--- src/rtl/terrain_probe.sv ---
// terrain_probe: once per frame, reads three terrain heights under the ball
// (left edge, centre, right edge) and reports ground contact, penetration depth
// and left/right wall flags for the ball motion stage.
module terrain_probe #(
  parameter int COL_SHIFT  = 2,
  parameter int X_MAX      = 639,
  parameter int STEP_MAX   = 4,
  parameter int RD_LATENCY = 1
) (
  input  logic       Clk,
  input  logic       Reset,
  input  logic       frame_start,
  input  logic [9:0] BallX,
  input  logic [9:0] BallY,
  input  logic [9:0] BallS,
  output logic [9:0] terrain_addr,
  input  logic [9:0] terrain_data,
  output logic       probe_valid,
  output logic [9:0] ground_y,
  output logic       grounded,
  output logic [9:0] penetration,
  output logic       wall_left,
  output logic       wall_right,
  output logic       overrun
);

  typedef enum logic [2:0] {
    IDLE    = 3'd0,
    ISSUE_L = 3'd1,
    ISSUE_C = 3'd2,
    ISSUE_R = 3'd3,
    DRAIN   = 3'd4,
    RESULT  = 3'd5
  } state_t;

  // Tags travel alongside each address so returning data is steered by
  // position in the pipe, not by whatever state the FSM is in when it lands.
  localparam logic [1:0] TAG_NONE = 2'd0;
  localparam logic [1:0] TAG_L    = 2'd1;
  localparam logic [1:0] TAG_C    = 2'd2;
  localparam logic [1:0] TAG_R    = 2'd3;
  localparam int         TAG_W    = 2 * (RD_LATENCY + 1);

  state_t            state_q, state_d;
  logic [9:0]        x_q, y_q, s_q;
  logic [9:0]        addr_q, addr_d;
  logic [1:0]        tag_d;
  logic [TAG_W-1:0]  tag_pipe_q;
  logic [1:0]        tag_tail;
  logic [9:0]        h_l_q, h_c_q, h_r_q;
  logic [9:0]        h_l_d, h_c_d, h_r_d;
  logic [9:0]        ground_y_q, penetration_q;
  logic              grounded_q, wall_left_q, wall_right_q, overrun_q;

  // Column arithmetic is 11 bits wide so X+S cannot wrap before clamping.
  logic [10:0]       x_eff, s_eff;
  logic [10:0]       col_l, col_c, col_r, x_plus_s;
  logic [9:0]        addr_l, addr_c, addr_r;
  logic [10:0]       bot, h_c_ext, diff;
  logic              res_grounded, res_wall_l, res_wall_r, res_load;
  logic [9:0]        res_pen;

  // In IDLE the left address is issued straight from the live inputs (same
  // cycle they are latched); afterwards only the latched copy is used.
  assign x_eff    = (state_q == IDLE) ? {1'b0, BallX} : {1'b0, x_q};
  assign s_eff    = (state_q == IDLE) ? {1'b0, BallS} : {1'b0, s_q};
  assign x_plus_s = x_eff + s_eff;
  assign col_l    = (x_eff >= s_eff) ? (x_eff - s_eff) : 11'd0;
  assign col_c    = x_eff;
  assign col_r    = (x_plus_s > 11'(X_MAX)) ? 11'(X_MAX) : x_plus_s;
  assign addr_l   = 10'(col_l >> COL_SHIFT);
  assign addr_c   = 10'(col_c >> COL_SHIFT);
  assign addr_r   = 10'(col_r >> COL_SHIFT);

  assign tag_tail = tag_pipe_q[2*RD_LATENCY +: 2];

  // State register
  always_ff @(posedge Clk) begin
    if (Reset) state_q <= IDLE;
    else       state_q <= state_d;
  end

  // Next-state logic; DRAIN ends when the right-column read is landing
  always_comb begin
    state_d = state_q;
    case (state_q)
      IDLE:    if (frame_start) state_d = ISSUE_L;
      ISSUE_L: state_d = ISSUE_C;
      ISSUE_C: state_d = ISSUE_R;
      ISSUE_R: state_d = DRAIN;
      DRAIN:   if (tag_tail == TAG_R) state_d = RESULT;
      RESULT:  state_d = IDLE;
      default: state_d = IDLE;
    endcase
  end

  // Output logic: address/tag for the upcoming state, valid pulse in RESULT
  always_comb begin
    addr_d      = 10'd0;
    tag_d       = TAG_NONE;
    probe_valid = (state_q == RESULT);
    case (state_d)
      ISSUE_L: begin addr_d = addr_l; tag_d = TAG_L; end
      ISSUE_C: begin addr_d = addr_c; tag_d = TAG_C; end
      ISSUE_R: begin addr_d = addr_r; tag_d = TAG_R; end
      default: ;
    endcase
  end

  // Address register and read-tag shift pipe (tail aligns with returning data)
  always_ff @(posedge Clk) begin
    if (Reset) begin
      addr_q     <= 10'd0;
      tag_pipe_q <= '0;
    end else begin
      addr_q     <= addr_d;
      tag_pipe_q <= {tag_pipe_q[TAG_W-3:0], tag_d};
    end
  end

  // Capture ball position when a probe is accepted
  always_ff @(posedge Clk) begin
    if (Reset) begin
      x_q <= 10'd0;
      y_q <= 10'd0;
      s_q <= 10'd0;
    end else if (state_q == IDLE && frame_start) begin
      x_q <= BallX;
      y_q <= BallY;
      s_q <= BallS;
    end
  end

  // Heights including the sample arriving this cycle, so the last read can
  // feed the results without an extra pipeline stage.
  always_comb begin
    h_l_d = (tag_tail == TAG_L) ? terrain_data : h_l_q;
    h_c_d = (tag_tail == TAG_C) ? terrain_data : h_c_q;
    h_r_d = (tag_tail == TAG_R) ? terrain_data : h_r_q;
  end

  // Height capture registers
  always_ff @(posedge Clk) begin
    if (Reset) begin
      h_l_q <= 10'd0;
      h_c_q <= 10'd0;
      h_r_q <= 10'd0;
    end else begin
      h_l_q <= h_l_d;
      h_c_q <= h_c_d;
      h_r_q <= h_r_d;
    end
  end

  // Contact / wall evaluation on 11-bit values (ball bottom can exceed 1023)
  always_comb begin
    bot          = {1'b0, y_q} + {1'b0, s_q};
    h_c_ext      = {1'b0, h_c_d};
    diff         = bot - h_c_ext;
    res_grounded = (bot >= h_c_ext);
    res_pen      = 10'd0;
    if (res_grounded) res_pen = (diff > 11'd1023) ? 10'd1023 : diff[9:0];
    res_wall_l   = (({1'b0, h_l_d} + 11'(STEP_MAX)) < bot);
    res_wall_r   = (({1'b0, h_r_d} + 11'(STEP_MAX)) < bot);
    res_load     = (state_q == DRAIN) && (state_d == RESULT);
  end

  // Result registers: load entering RESULT, hold otherwise
  always_ff @(posedge Clk) begin
    if (Reset) begin
      ground_y_q    <= 10'd0;
      grounded_q    <= 1'b0;
      penetration_q <= 10'd0;
      wall_left_q   <= 1'b0;
      wall_right_q  <= 1'b0;
    end else if (res_load) begin
      ground_y_q    <= h_c_d;
      grounded_q    <= res_grounded;
      penetration_q <= res_pen;
      wall_left_q   <= res_wall_l;
      wall_right_q  <= res_wall_r;
    end
  end

  // Sticky flag: a frame_start arrived while a probe was still in flight
  always_ff @(posedge Clk) begin
    if (Reset)                             overrun_q <= 1'b0;
    else if (frame_start && state_q != IDLE) overrun_q <= 1'b1;
  end

  assign terrain_addr = addr_q;
  assign ground_y     = ground_y_q;
  assign grounded     = grounded_q;
  assign penetration  = penetration_q;
  assign wall_left    = wall_left_q;
  assign wall_right   = wall_right_q;
  assign overrun      = overrun_q;

endmodule

--- config.mk ---
export PLATFORM = sky130hd
export DESIGN_NAME = terrain_probe
export DESIGN_NICKNAME = d
export VERILOG_FILES = /design/src/rtl/terrain_probe.sv
export SDC_FILE = /design/constraint.sdc
export NUM_CORES = 1
export LEC_CHECK = 0
export ABC_AREA = 1
export ABC_CLOCK_PERIOD_IN_PS = 3000
export CAP_MARGIN = 10
export CORE_ASPECT_RATIO = 0.8
export CORE_MARGIN = 2
export CORE_UTILIZATION = 40
export CTS_CLUSTER_SIZE = 8
export DETAILED_ROUTE_END_ITERATION = 12
export PLACE_DENSITY = 0.69
export RECOVER_POWER = 100
export SKIP_LAST_GASP = 1
export SLEW_MARGIN = 20
export SYNTH_ARGS = -nofsm -noshare
export SYNTH_HDL_FRONTEND = slang
export SYNTH_SLANG_ARGS = --single-unit
--- constraint.sdc ---
create_clock -name Clk -period 3 [get_ports Clk]
set_input_delay 0.6 -clock Clk [delete_from_list [all_inputs] [get_ports Clk]]
set_output_delay 0.6 -clock Clk [all_outputs]
set_load 0.01 [all_outputs]
# ---- After elaboration in Yosys (flattened, before gate mapping)
# Cells that the tools add are included.
# Widths: inputs -> output; s select.
dict set report totals {
  ff_bits 101
  word_cells 58
}
dict set report op_classes {
  addsub 6
  n_lt_le_gt_ge 6
  eq_ne 12
  mux 14
  reduce_logical 5
}
# cell n
set ops {}
lappend ops {{$mux 10} 7}
lappend ops {{$pmux 9 s3} 1}
lappend ops {{$add 10x10->11} 2}
lappend ops {{$add 10x3->11 const B} 2}
lappend ops {{$gt 11x10->1 const B} 2}
lappend ops {{$lt 11x11->1} 2}
lappend ops {{$mux 11} 2}
lappend ops {{$pmux 3 s5} 1}
lappend ops {{$eq 3x2->1 const B} 4}
lappend ops {{$ge 11x10->1} 1}
lappend ops {{$sub 10x10->11} 1}
lappend ops {{$sub 11x10->11} 1}
lappend ops {{$ge 10x10->1} 1}
lappend ops {{$eq 3x3->1 const B} 3}
lappend ops {{$eq 3x1->1 const B} 2}
lappend ops {{$mux 3} 2}
lappend ops {{$pmux 2 s3} 1}
lappend ops {{$eq 2x2->1 const B} 2}
lappend ops {{$logic_and 1x1->1} 3}
lappend ops {{$logic_not 3->1} 1}
lappend ops {{$reduce_bool 3->1} 1}
lappend ops {{$eq 2x1->1 const B} 1}

# ---- Depth between registers and ports, before layout
# Gate-level depths: netlist of the first run.
dict set report logic_depth {
  word_depth 6
  mapped_depth 21
  mapped_depth_nobuf 21
}

# ---- Worst setup path before layout of the first run
# Ideal clock, no wire load.
dict set report synth_timing {
  path_kind {flip-flop to flip-flop}
  startpoint {reg y_q[2]}
  endpoint {reg penetration_q[1] (netlist: penetration[1])}
  setup_time_ns 0.132
  arrival_ns 2.713
  path_slack_ns 0.155
  path_stages_with_launch 22
  cell_sequence {dfxtp_1 ha_1 a21oi_1 o21ai_0 a21oi_1 o21bai_1 nand2_1 nand2_1 xor2_1 inv_1 ha_1 nand2_1 inv_1 nand2_1 nor3_1 nand2_1 inv_1 nor2_1 nand2_1 nand3_1 nand2_1 a21oi_1}
}
dict set report synth_between {
  elab_chain_len 5
}
# element line
set synth_lines {}
lappend synth_lines {{start, declared} 45} ;# logic [9:0] x_q, y_q, s_q;
lappend synth_lines {{start signal, assigned} 129} ;# y_q <= BallY;
lappend synth_lines {{$add 10x10->11 (*)} 157} ;# bot = {1'b0, y_q} + {1'b0, s_q};
lappend synth_lines {{$sub 11x10->11} 159} ;# diff = bot - h_c_ext;
lappend synth_lines {{$gt 11x10->1} 162} ;# if (res_grounded) res_pen = (diff > 11'd1023) ? 10'd1023 : diff[9:0];
lappend synth_lines {{$mux 10} 162}
lappend synth_lines {{$mux 10 (*)} 162}
lappend synth_lines {{end signal, assigned} 179} ;# penetration_q <= res_pen;
lappend synth_lines {{end, declared} 52} ;# logic [9:0] ground_y_q, penetration_q;
# Every way passes the cells marked *; elsewhere a longest branch is shown, timed or not.
# A chain may end at the register's enable or synchronous reset.

# ---- Final worst setup path of the first run
dict set report layout_timing {
  startpoint {reg s_q[4]}
  endpoint {reg penetration_q[1] (netlist: penetration[1])}
}
dict set report layout_between {
  elab_chain_len 5
}
# element line
set layout_lines {}
lappend layout_lines {{start, declared} 45}
lappend layout_lines {{start signal, assigned} 130} ;# s_q <= BallS;
lappend layout_lines {{$add 10x10->11 (*)} 157}
lappend layout_lines {{$sub 11x10->11} 159}
lappend layout_lines {{$gt 11x10->1} 162}
lappend layout_lines {{$mux 10} 162}
lappend layout_lines {{$mux 10 (*)} 162}
# Marked as above.

==> results of run 1 <==
-- per-layer routing --
layer,global-route usage,part of all wire,vias to the layer above
li1,-,-,3629
met1,0.341,0.50,3245
met2,0.341,0.42,211
met3,0.0498,0.072,18
met4,0.0542,0.012,0
met5,0,0,-
-- repair_timing --
action                                  in CTS  in global routing
endpoints found under the hold margin        0                  0
resized for setup                           13                 89
endpoints found under the setup margin      11                 21
setup buffers                                2                  3
pin swaps                                    4                 24
gates cloned                                 0                  2
-- registers in the layout, indices dropped and copies added, names as in the netlist --
name / count
wall_right: 1
tag_pipe_q: 4
grounded: 1
y_q: 10
terrain_addr: 9
wall_left: 1
penetration: 10
state_q: 3
ground_y: 10
s_q: 10
h_r_q: 10
h_l_q: 10
overrun: 1
x_q: 10
h_c_q: 10
-- report_power, final --
group	leakage [nW]	internal, mW	total (mW)	switching, mW
clock network	0.144	0.619	1.16	0.541
logic	3.68	1.47	3.21	1.75
registers	0.817	1.42	1.48	0.0543
total	4.64	3.51	5.85	2.34
-- logic make-up (layout without fill, tap and decap cells) --
| family | Yosys count | in the layout |
|---|---|---|
| AOI/OAI and AO/OA | 192 | 192 |
| xor gates and xnor gates | 28 | 28 |
| adders and majority gates | 65 | 65 |
| buffers and inverters | 181 | 380 |
| DFF | 100 | 100 |
| muxes | 12 | 12 |
| other | 1 | 2 |
| and+or+nand+nor | 427 | 427 |
-- tightest hold or removal path, stage by stage (launching register included) --
cell	delay, ps
sky130_fd_sc_hd__dfxtp_1	310
sky130_fd_sc_hd__inv_1	40
sky130_fd_sc_hd__nor2_1	30
-- stage by stage --
| step | util | TNS [ps] | total power [mW] |
|---|---|---|---|
| 3_5_place_dp | 0.526 | -3450 | 4.32 |
| 2_1_floorplan | - | 0 | 3.11 |
| 3_3_place_gp | 0.526 | -2430 | 4.31 |
| 6_report | 0.572 | 0 | 5.85 |
| 5_1_grt | 0.572 | -1670 | 6.24 |
| 4_1_cts | 0.549 | 0 | 5.54 |
-- Yosys cell counts, drive strengths merged (2+ instances only) --
cell / count / share of area
a211oi: 4 / 0.0044
a21boi: 2 / 0.0022
a21o: 2 / 0.0022
a21oi: 104 / 0.078
a22oi: 2 / 0.0022
buf: 25 / 0.020
clkbuf: 8 / 0.0044
dfxtp: 100 / 0.29
fa: 3 / 0.0088
ha: 62 / 0.11
inv: 147 / 0.081
mux2i: 12 / 0.018
nand2: 245 / 0.14
nand3: 60 / 0.045
nand4: 13 / 0.013
nor2: 91 / 0.051
nor3: 6 / 0.0052
nor4: 2 / 0.0028
o21a: 7 / 0.0077
o21ai: 59 / 0.046
o21bai: 8 / 0.0088
o31ai: 2 / 0.0022
or2: 9 / 0.0083
xnor2: 10 / 0.013
xor2: 18 / 0.023
-- final cells by class --
| class | instances | area, sq um | area share |
|---|---|---|---|
| clock inverters | 5 | 45.0 | 0.00475 |
| inverters | 148 | 562 | 0.0593 |
| repair buffers | 216 | 1880 | 0.198 |
| flip-flops and latches | 100 | 2010 | 0.212 |
| diodes | 1 | 2.50 | 0.000264 |
| well taps | 220 | 275 | 0.0291 |
| multi-input cells | 725 | 4450 | 0.470 |
| clock buffers | 11 | 253 | 0.0267 |
-- layout by cell type (no fill, tap or decap), types with 3 or more instances in the layout --
master / count
sky130_fd_sc_hd__nor3_1: 3
sky130_fd_sc_hd__o21ai_1: 11
sky130_fd_sc_hd__nor2_2: 4
sky130_fd_sc_hd__ha_4: 12
sky130_fd_sc_hd__ha_2: 3
sky130_fd_sc_hd__clkinv_4: 3
sky130_fd_sc_hd__nand3_2: 7
sky130_fd_sc_hd__o21ai_0: 41
sky130_fd_sc_hd__buf_4: 134
sky130_fd_sc_hd__a211oi_1: 4
sky130_fd_sc_hd__a21oi_1: 89
sky130_fd_sc_hd__or2_2: 7
sky130_fd_sc_hd__buf_12: 4
sky130_fd_sc_hd__xor2_1: 17
sky130_fd_sc_hd__nand2_2: 20
sky130_fd_sc_hd__nor2_1: 85
sky130_fd_sc_hd__o21bai_1: 6
sky130_fd_sc_hd__xnor2_1: 9
sky130_fd_sc_hd__clkbuf_16: 10
sky130_fd_sc_hd__inv_2: 8
sky130_fd_sc_hd__o21a_1: 7
sky130_fd_sc_hd__nand4_1: 12
sky130_fd_sc_hd__dfxtp_1: 94
sky130_fd_sc_hd__ha_1: 47
sky130_fd_sc_hd__mux2i_1: 10
sky130_fd_sc_hd__inv_1: 137
sky130_fd_sc_hd__a21oi_2: 14
sky130_fd_sc_hd__nand3_1: 53
sky130_fd_sc_hd__clkdlybuf4s50_1: 75
sky130_fd_sc_hd__nand2_1: 222
sky130_fd_sc_hd__dfxtp_2: 6
sky130_fd_sc_hd__nand2_4: 3
sky130_fd_sc_hd__o21ai_2: 7
-- final timing paths --
kind,start,end,depth (start not counted)
setup / recovery,s_q[4]$_SDFFE_PP0P_,penetration[1]$_SDFFE_PP0P_,19
hold / removal,tag_pipe_q[1]$_SDFF_PP0_,tag_pipe_q[3]$_SDFF_PP0_,2
setup reg to reg,s_q[4]$_SDFFE_PP0P_,penetration[1]$_SDFFE_PP0P_,19
hold reg to reg,tag_pipe_q[1]$_SDFF_PP0_,tag_pipe_q[3]$_SDFF_PP0_,2
==> Implementation_results.wiki, run 1 <==
{| class="wikitable"
! Metric !! Value
|-
| Critical path's largest stage delay || 430 ps
|-
| P_leak || 4.64 nW
|-
| Initial antenna violation count || 1
|-
| Filler Cell Count || 1,547
|-
| Longest Clk Path Bufs || 2
|-
| Xor/xnor cell area share of the yosys netlist || 0.0361
|-
| # Max-Cap Violations || 0
|-
| CP top delay family || simple AND/OR/NAND/NOR gates
|-
| Residual DRC || 0
|-
| Crit path buf inv count || 3
|-
| First-pass DRT Iterations || 5
|-
| Post-Place Worst Slack || -253 ps
|-
| Clock root buffer || sky130_fd_sc_hd__clkbuf_16
|-
| Vias in the first global route || 6,641
|-
| Worst slack on hold paths || 415 ps
|-
| Top-Level Pins || 78
|-
| Type of the worst setup path || reg2reg
|-
| GR Util All Layers || 0.231
|-
| Detailed Route Iter0 Violations || 513
|-
| Number of flops mapped to enable cells by yosys || 0
|-
| Sequential share of the synthesized area || 0.295
|-
| Run status || finished clean
|-
| Asr flop ratio synth || 0
|-
| Area growth from synthesis to layout || 39.6%
|-
| Nature of the critical path startpoint || register
|-
| Clock-pin slew on the worst setup and hold paths || 70 ps
|-
| Simple-gate share of the synthesized area || 0.264
|-
| Post-placement cell area || 8700 sq um
|-
| Die height || 121 um
|-
| Residual antenna-violating net count after detailed routing || 0
|-
| Setup repair after global routing missed its margin || yes
|-
| Number of setup violations in the final report || 0
|-
| Max frequency || 0.341 GHz
|-
| Adder-cell share of the synthesized area || 0.123
|-
| Net count of the mapped netlist || 1,114
|-
| Peak supply drop || 345 uV
|-
| Kind of path behind the tightest hold check || reg2reg
|-
| Data required, critical path || 3280 ps
|-
| Main flop type after synthesis || sky130_fd_sc_hd__dfxtp_1
|-
| Number of buffer cells added on primary ports || 76
|-
| Final setup skew || 11.5 ps
|-
| Placeable core area || 16,600 sq um
|-
| Most used cell along the critical path || sky130_fd_sc_hd__nand2_1
|-
| Die area || 18,000 sq um
|-
| Post-layout worst setup margin || 69.0 ps
|-
| Dominant combinational cell family by area after synthesis || simple AND/OR/NAND/NOR gates
|-
| Layout cells sized above 1 || 0.222
|-
| Aggregate routed wire length || 20,800 um
|-
| Compound-gate portion of the synthesized area || 0.156
|-
| Warnings, synthesis || 0
|-
| Multiplexer share of the synthesized area || 0.0182
|-
| Pin count of the biggest net entering global routing || 38
|-
| Starting utilization of the core area || 0.410
|-
| Clock Latency Late Sink || 350 ps
|-
| Row Count || 42
|-
| Post-layout minimum cycle time || 2930 ps
|-
| Sink Count || 100
|-
| Arrival time at the worst endpoint || 3210 ps
|-
| Crit path cell chain || ha_4 -> nand2_2 -> inv_1 -> nand2_1 -> nand2_1 -> a21oi_2 -> o21bai_1 -> xnor2_1 -> inv_1 -> ha_4 -> nand2_2 -> nor2_4 -> nand3_2 -> nand3_2 -> nand2_1 -> a21oi_2 -> buf_4 -> nand2_1 -> a21oi_1
|-
| Clock tree from TritonCTS || done
|-
| Filler-free cell count of the finished design || 1,426
|-
| Cell total after placement || 1,402
|-
| Avg Cell Area, Syn || 6.75 sq um
|-
| Transition time at the pin with the least slew margin || 571 ps
|-
| Number of vias after detailed routing || 7,103
|-
| Critical Path Fanout Max || 5
|-
| Setup slack, reg-to-reg || 70 ps
|-
| Width of the chip || 150 um
|-
| Wire length of the first global-routing pass || 32,800 um
|-
| Sum of net half-perimeters after detailed placement || 15,700 um
|-
| H-Tree Depth || 3
|-
| Routability congestion estimate || 1.02
|-
| Slowest stage cell, crit path || sky130_fd_sc_hd__dfxtp_1
|-
| Layout Nets || 1,308
|-
| Cells after synthesis || 1,006
|-
| FF+latch count, synth || 100
|-
| Hold bufs inserted after CTS || 0
|-
| Clock buffer count from CTS || 9
|-
| Synth Cell Area || 6790 sq um
|-
| Setup crit end kind || register
|-
| Count of pins over their slew limit || 0
|-
| Power density relative to cell area || 618 nW/um^2
|-
| Final Hold Fails || 0
|-
| Finished layout cell area || 9470 sq um
|-
| Wire length per cell || 14.6 um
|-
| Via density per instance || 4.98
|-
| Period Utilization, post-route || 0.977
|-
| Library cells used by synthesis || 46
|-
| Rel. slew slack || 0.619
|-
| GR Overflow Total || 0
|}
Power figures use the tool's default switching activity.
==> run 2, diff against run 1 <==
--- a/config.mk
+++ b/config.mk
@@ -13,6 +13,7 @@
 export CORE_UTILIZATION = 40
 export CTS_CLUSTER_SIZE = 8
 export DETAILED_ROUTE_END_ITERATION = 12
+export GPL_TIMING_DRIVEN = 0
 export PLACE_DENSITY = 0.69
 export RECOVER_POWER = 100
 export SKIP_LAST_GASP = 1
@@ -20,3 +21,4 @@
 export SYNTH_ARGS = -nofsm -noshare
 export SYNTH_HDL_FRONTEND = slang
 export SYNTH_SLANG_ARGS = --single-unit
+export TNS_END_PERCENT = 10
==> run 2 against run 1 <==
  * The flow now finishes with violations (negative setup slack)
  * Sequential power about the same
  * Clock-buffer cell count decreased by 2
  * Design area down 7.7%
  * Setup slack worse by 140 ps
  * Global-route usage increased by 0.28 points
  * Largest cell class unchanged
  * Clock skew barely moved
  * Critical path type unchanged
  * Worst hold slack better by 1.6 ps
  * First-iteration DRC count grew 20%
  * Core utilization shrank 4.4 points
  * Critical endpoint is now penetration[8]$_SDFFE_PP0P_
==> Implementation_results.wiki, run 2 (synthesis results as in run 1) <==
{| class="wikitable"
! Metric !! Value
|-
| Pin count of the biggest net entering global routing || 21
|-
| Diode insertion count for antenna repair || 0
|-
| Filler-free cell count of the finished design || 1,337
|-
| Post-layout minimum cycle time || 3070 ps
|-
| GR Util All Layers || 0.234
|-
| H-Tree Depth || 3
|-
| Cells on worst reg2reg path || 20
|-
| Final Hold Fails || 0
|-
| Via density per instance || 5.15
|-
| Cell total after placement || 1,301
|-
| Starting utilization of the core area || 0.410
|-
| Placeable core area || 16,600 sq um
|-
| Sum of net half-perimeters after detailed placement || 15,700 um
|-
| Die height || 121 um
|-
| First-pass DRT Iterations || 6
|-
| Longest Clk Path Bufs || 2
|-
| Wire length per cell || 15.7 um
|-
| Post-layout worst setup margin || -71.2 ps
|-
| Nature of the critical path startpoint || register
|-
| Residual DRC || 0
|-
| Residual antenna-violating net count after detailed routing || 0
|-
| # Max-Cap Violations || 0
|-
| Peak supply drop || 304 uV
|-
| Setup repair after global routing missed its margin || yes
|-
| Most common library cell in the layout ignoring fill and taps || sky130_fd_sc_hd__nand2_1
|-
| Tot Pwr || 5.35 mW
|-
| Number of buffer cells added on primary ports || 75
|-
| Leading cell types in the layout, fill and taps excluded || sky130_fd_sc_hd__nand2_1, sky130_fd_sc_hd__inv_1, sky130_fd_sc_hd__dfxtp_1, sky130_fd_sc_hd__a21oi_1, sky130_fd_sc_hd__nor2_1
|-
| Die area || 18,000 sq um
|-
| Post-placement cell area || 7810 sq um
|-
| Wire length of the first global-routing pass || 32,900 um
|-
| Detailed Route Iter0 Violations || 614
|-
| Top-Level Pins || 78
|-
| Routability congestion estimate || 0.990
|-
| Aggregate routed wire length || 21,000 um
|-
| Period Utilization, post-route || 1.02
|-
| Clock root buffer || sky130_fd_sc_hd__clkbuf_16
|-
| Clock buffer count from CTS || 9
|-
| Final setup skew || 11.8 ps
|-
| Filler Cell Count || 1,616
|-
| Setup crit end kind || register
|-
| Number of vias after detailed routing || 6,888
|-
| Area growth from synthesis to layout || 28.8%
|-
| Post-route setup TNS || -332 ps
|-
| Vias in the first global route || 6,281
|-
| Count of pins over their slew limit || 0
|-
| Number of setup violations in the final report || 10
|-
| Arrival time at the worst endpoint || 3360 ps
|-
| Clock tree from TritonCTS || done
|-
| Row Count || 42
|-
| P_leak || 4.19 nW
|-
| Run status || finished with violations
|-
| Critical Path Fanout Max || 5
|-
| Type of the worst setup path || reg2reg
|-
| Clock Latency Late Sink || 360 ps
|-
| Kind of path behind the tightest hold check || reg2reg
|-
| Transition time at the pin with the least slew margin || 742 ps
|-
| Layout Nets || 1,220
|-
| Sink Count || 100
|-
| Violated checks || negative setup slack
|-
| Max frequency || 0.326 GHz
|-
| Width of the chip || 150 um
|-
| Initial antenna violation count || 0
|-
| Finished layout cell area || 8740 sq um
|-
| Power density relative to cell area || 612 nW/um^2
|-
| Cell count of the worst hold path || 2
|-
| GR Overflow Total || 0
|-
| Post-Place Worst Slack || -473 ps
|-
| Final core occ || 0.528
|-
| Data required, critical path || 3290 ps
|-
| Layout cells sized above 1 || 0.152
|-
| Worst slack on hold paths || 417 ps
|-
| Rel. slew slack || 0.505
|-
| Clock-pin slew on the worst setup and hold paths || 80 ps
|}
-- run 2: cell types whose count changed in the layout (fill, tap and decap cells not counted), sizes merged --
cell | before | now
clkinv | 4 | 5
inv | 148 | 149
diode | 1 | 0
buf | 140 | 43
nand2 | 245 | 246
clkbuf | 12 | 18
dlymetal6s2s | 0 | 1
dlygate4sd2 | 0 | 1
clkdlybuf4s50 | 75 | 73
-- run 2: metal layers --
layer	up-vias	track usage	part of all wire
met1	3172	0.358	0.49
met2	250	0.336	0.42
met4	0	0.0518	0.010
met3	21	0.0442	0.080
li1	3445	-	-
met5	-	0	0
-- run 2: area by class of cell --
| class | count | area [sq um] | share of cell area |
|---|---|---|---|
| Multi-Input combinational cell | 726 | 4490 | 0.514 |
| Sequential cell | 100 | 2010 | 0.230 |
| Timing Repair Buffer | 94 | 923 | 0.106 |
| Inverter | 148 | 557 | 0.0637 |
| Tap cell | 220 | 275 | 0.0315 |
| Clock buffer | 9 | 225 | 0.0258 |
| Buffer | 33 | 176 | 0.0202 |
| Clock inverter | 7 | 80.1 | 0.00916 |
-- run 2: timing repair --
item / CTS / global route
gates cloned: 1 / 1
endpoints found under the setup margin: 21 / 21
buffers inserted: 9 / 9
gates resized for setup: 41 / 73
pin swaps: 14 / 25
hold buffers: 0 / 0
-- run 2: final timing paths --
kind	start	end	slack [ps]
max	s_q[2]$_SDFFE_PP0P_	penetration[8]$_SDFFE_PP0P_	-70
min	tag_pipe_q[1]$_SDFF_PP0_	tag_pipe_q[3]$_SDFF_PP0_	420
max reg2reg	s_q[2]$_SDFFE_PP0P_	penetration[8]$_SDFFE_PP0P_	-70
min reg2reg	tag_pipe_q[1]$_SDFF_PP0_	tag_pipe_q[3]$_SDFF_PP0_	420
-- run 2: worst max-delay path, cell delays in order (launching register included) --
cell	delay, ps
sky130_fd_sc_hd__dfxtp_4	360
sky130_fd_sc_hd__ha_4	270
sky130_fd_sc_hd__a21oi_4	180
sky130_fd_sc_hd__o21ai_2	90
sky130_fd_sc_hd__a21oi_2	200
sky130_fd_sc_hd__o21bai_1	100
sky130_fd_sc_hd__nand2_1	70
sky130_fd_sc_hd__nand2_2	90
sky130_fd_sc_hd__xor2_4	240
sky130_fd_sc_hd__inv_2	70
sky130_fd_sc_hd__ha_4	260
sky130_fd_sc_hd__nand2_2	100
sky130_fd_sc_hd__inv_1	60
sky130_fd_sc_hd__nand2_1	90
sky130_fd_sc_hd__o21bai_4	130
sky130_fd_sc_hd__nand2_1	80
sky130_fd_sc_hd__nor2_2	180
sky130_fd_sc_hd__nand2_2	120
sky130_fd_sc_hd__nand3_1	90
sky130_fd_sc_hd__nand2_1	80
sky130_fd_sc_hd__a21oi_2	130
-- run 2: power breakdown --
group          switching, mW  internal, mW  total, mW
registers             0.0534          1.42       1.48
logic                   1.67          1.02       2.69
clock network          0.594         0.592       1.19
==> run 3, diff against run 2 <==
--- a/config.mk
+++ b/config.mk
@@ -5,7 +5,6 @@
 export SDC_FILE = /design/constraint.sdc
 export NUM_CORES = 1
 export LEC_CHECK = 0
-export ABC_AREA = 1
 export ABC_CLOCK_PERIOD_IN_PS = 3000
 export CAP_MARGIN = 10
 export CORE_ASPECT_RATIO = 0.8
@@ -14,7 +13,7 @@
 export CTS_CLUSTER_SIZE = 8
 export DETAILED_ROUTE_END_ITERATION = 12
 export GPL_TIMING_DRIVEN = 0
-export PLACE_DENSITY = 0.69
+export PLACE_DENSITY = 0.7
 export RECOVER_POWER = 100
 export SKIP_LAST_GASP = 1
 export SLEW_MARGIN = 20
==> run 3 against run 2 <==
  * The run still ends with negative setup slack left
  * Die area down 8.1%
  * Final cell count down 20%
  * Total power down 21%
  * Maximum frequency down 19%
  * Highest routed layer unchanged
  * Non-clock buffer count up 3
  * Clock power up 4%
  * Critical endpoint is now penetration[9]$_SDFFE_PP0P_
==> Implementation_results.wiki, run 3 <==
{| class="wikitable"
! Metric !! Value
|-
| Filler Cell Count || 1,413
|-
| Sequential share of the synthesized area || 0.322
|-
| Type of the worst setup path || reg2reg
|-
| Most repeated cell in the gate-level netlist after synthesis || sky130_fd_sc_hd__dfxtp_1
|-
| Layout cells sized above 1 || 0.121
|-
| Detailed Route Iter0 Violations || 522
|-
| Clock buffer count from CTS || 9
|-
| Power dissipated by switching net loads || 1.51 mW
|-
| Number of buffer cells added on primary ports || 75
|-
| Run status || finished with violations
|-
| Row Count || 40
|-
| Number of setup violations in the final report || 21
|-
| H-Tree Depth || 3
|-
| Top cell types by occurrence after synthesis || sky130_fd_sc_hd__dfxtp_1, sky130_fd_sc_hd__nand2_1, sky130_fd_sc_hd__a21oi_1
|-
| Synth Cell Area || 6220 sq um
|-
| Internal Pwr Total || 2.73 mW
|-
| Critical Path Fanout Max || 3
|-
| Post-Place Worst Slack || -916 ps
|-
| Library cells used by synthesis || 56
|-
| Arrival time at the worst endpoint || 4040 ps
|-
| Data required, critical path || 3270 ps
|-
| Kind of path behind the tightest hold check || reg2reg
|-
| Number of flops mapped to enable cells by yosys || 0
|-
| Diode insertion count for antenna repair || 0
|-
| Wire length of the first global-routing pass || 26,800 um
|-
| Clock-pin slew on the worst setup and hold paths || 80 ps
|-
| Clock Latency Late Sink || 370 ps
|-
| Peak supply drop || 372 uV
|-
| Final setup skew || 9.08 ps
|-
| Transition time at the pin with the least slew margin || 785 ps
|-
| Width of the chip || 143 um
|-
| Aggregate routed wire length || 17,000 um
|-
| # Max-Cap Violations || 0
|-
| Die area || 16,600 sq um
|-
| CP top delay family || compound AO/OA/AOI/OAI gates
|-
| Asr flop ratio synth || 0
|-
| Sequential group share of total power || 0.336
|-
| Setup repair after global routing missed its margin || yes
|-
| Vias in the first global route || 5,237
|-
| Initial antenna violation count || 0
|-
| Sum of net half-perimeters after detailed placement || 12,800 um
|-
| Number of vias after detailed routing || 5,622
|-
| Top-Level Pins || 78
|-
| Layout Nets || 964
|-
| Final core occ || 0.527
|-
| Proportion of netlist area held by the largest area contributor || 0.322
|-
| Portion of total power attributed to the clock network || 0.293
|-
| Period Utilization, post-route || 1.26
|-
| Critical path's largest stage delay || 450 ps
|-
| Residual DRC || 0
|-
| Rel. slew slack || 0.476
|-
| Post-layout worst setup margin || -778 ps
|-
| Tot Pwr || 4.23 mW
|-
| Main flop type after synthesis || sky130_fd_sc_hd__dfxtp_1
|-
| Violated checks || negative setup slack
|-
| Nature of the critical path startpoint || register
|-
| Most common library cell in the layout ignoring fill and taps || sky130_fd_sc_hd__dfxtp_1
|-
| GR Util All Layers || 0.208
|-
| Slowest stage cell, crit path || sky130_fd_sc_hd__a2111o_1
|-
| Starting utilization of the core area || 0.412
|-
| Final Hold Fails || 0
|-
| Cells after synthesis || 753
|-
| Share of total power in combinational logic || 0.371
|-
| Residual antenna-violating net count after detailed routing || 0
|-
| Die height || 116 um
|-
| Filler-free cell count of the finished design || 1,070
|-
| FF+latch count, synth || 100
|-
| Routability congestion estimate || 0.927
|-
| Power density relative to cell area || 532 nW/um^2
|-
| Placeable core area || 15,100 sq um
|-
| Pin count of the biggest net entering global routing || 19
|-
| Avg Cell Area, Syn || 8.27 sq um
|-
| Sink Count || 100
|-
| Dominant cell type by area after synthesis || sky130_fd_sc_hd__dfxtp_1
|-
| Leading cell types in the layout, fill and taps excluded || sky130_fd_sc_hd__dfxtp_1, sky130_fd_sc_hd__nand2_1, sky130_fd_sc_hd__nor2_1, sky130_fd_sc_hd__a21oi_1, sky130_fd_sc_hd__ha_1
|-
| Post-layout minimum cycle time || 3780 ps
|-
| Wire length per cell || 15.9 um
|-
| Max frequency || 0.265 GHz
|-
| First-pass DRT Iterations || 5
|-
| Via density per instance || 5.25
|-
| Count of pins over their slew limit || 0
|-
| Clock tree from TritonCTS || done
|-
| Clock root buffer || sky130_fd_sc_hd__clkbuf_16
|-
| Cell total after placement || 1,038
|-
| Fraction of power spent switching nets || 0.356
|-
| Crit path buf inv count || 0
|-
| Net count of the mapped netlist || 861
|-
| Longest Clk Path Bufs || 2
|-
| Setup crit end kind || register
|-
| Hold bufs inserted after CTS || 0
|-
| P_leak || 3.49 nW
|-
| Warnings, synthesis || 0
|-
| Area growth from synthesis to layout || 27.9%
|-
| Crit path cell chain || ha_4 -> a21o_1 -> a21oi_2 -> o21bai_1 -> a2111o_1 -> a31o_4 -> a21o_1 -> xor2_1 -> ha_1 -> a2111oi_2 -> o21ai_1 -> o32ai_2 -> a21oi_2 -> and2_1 -> a32o_1
|-
| GR Overflow Total || 0
|-
| Most area-consuming cells after synthesis || sky130_fd_sc_hd__dfxtp_1, sky130_fd_sc_hd__ha_1, sky130_fd_sc_hd__a21oi_1
|}
==> run 3: cell count changes after synthesis, sizes merged, moves of 10 or more <==
cell / change
a21oi: -22
nor2b: +11
nand2: -152
nand3: -54
nand2b: +10
xnor2: +17
mux2i: +17
inv: -104
clkbuf: +23
buf: -18
nand4: -10
nor2: -12
mux2: +22
o21ai: -33
==> run 3: per-layer routing <==
metal  GRT usage  part of all wire  vias up
met1       0.306              0.50     2592
met2       0.308              0.42      194
met5           0                 0        -
met4      0.0575             0.017        0
li1            -                 -     2811
met3      0.0434             0.060       25
==> run 3: kinds of logic (layout without fill, tap and decap cells) <==
family	count (synthesis)	after routing	share of synthesized area
AND/OR/NAND/NOR	235	235	0.165
multiplexers	51	51	0.0864
other	1	1	0.000602
flip-flops	100	100	0.322
adder cells (fa/ha/maj)	65	65	0.134
XOR/XNOR	40	40	0.0593
AO/OA/AOI/OAI	180	180	0.183
buffers and inverters	81	188	0.0505
==> run 3: repair_timing <==
item | in CTS | in global routing
gates cloned | 1 | 0
resized for setup | 34 | 15
setup buffers | 15 | 6
setup endpoints to repair | 22 | 22
pin swaps | 12 | 14
==> run 3: final timing paths <==
kind | from | to | slack (ps) | depth (start not counted)
worst min-delay path | tag_pipe_q[0]$_SDFF_PP0_ | tag_pipe_q[2]$_SDFF_PP0_ | 440 | 1
worst max-delay path | s_q[1]$_SDFFE_PP0P_ | penetration[9]$_SDFFE_PP0P_ | -780 | 15
worst min register to register | tag_pipe_q[0]$_SDFF_PP0_ | tag_pipe_q[2]$_SDFF_PP0_ | 440 | 1
worst max register to register | s_q[1]$_SDFFE_PP0P_ | penetration[9]$_SDFFE_PP0P_ | -780 | 15
==> run 3: stage by stage <==
step           hold WS [ps]  cell area, sq um  setup TNS (ps)
2_1_floorplan           414              6280           -6460
3_3_place_gp            420              7300          -16580
3_5_place_dp            430              7300          -17440
4_1_cts                 443              7860           -9050
5_1_grt                 454              7960          -14520
6_report                438              7960          -11480
==> run 3: power groups by stage <==
stage,logic (mW),registers [mW],clock network (mW)
5_1_grt,1.72,1.43,1.30
4_1_cts,1.49,1.42,1.25
6_report,1.57,1.42,1.24
3_3_place_gp,1.33,1.45,0
3_5_place_dp,1.35,1.45,0
2_1_floorplan,1.01,1.45,0
==> run 3: cell type report <==
class | instances | area (sq um) | area share
Buffer | 33 | 170 | 0.0214
Clock buffer | 9 | 225 | 0.0283
Clock inverter | 6 | 82.6 | 0.0104
Inverter | 43 | 161 | 0.0203
Multi-Input combinational cell | 572 | 4130 | 0.519
Sequential cell | 100 | 2010 | 0.252
Tap cell | 210 | 263 | 0.0330
Timing Repair Buffer | 97 | 916 | 0.115
==> run 3: worst reg2reg max path, cell delays in order (launching register included) <==
cell                        delay [ps]
sky130_fd_sc_hd__dfxtp_2           340
sky130_fd_sc_hd__ha_4              230
sky130_fd_sc_hd__a21o_1            180
sky130_fd_sc_hd__a21oi_2           150
sky130_fd_sc_hd__o21bai_1          100
sky130_fd_sc_hd__a2111o_1          450
sky130_fd_sc_hd__a31o_4            250
sky130_fd_sc_hd__a21o_1            180
sky130_fd_sc_hd__xor2_1            160
sky130_fd_sc_hd__ha_1              330
sky130_fd_sc_hd__a2111oi_2         380
sky130_fd_sc_hd__o21ai_1           130
sky130_fd_sc_hd__o32ai_2           320
sky130_fd_sc_hd__a21oi_2           130
sky130_fd_sc_hd__and2_1            160
sky130_fd_sc_hd__a32o_1            190
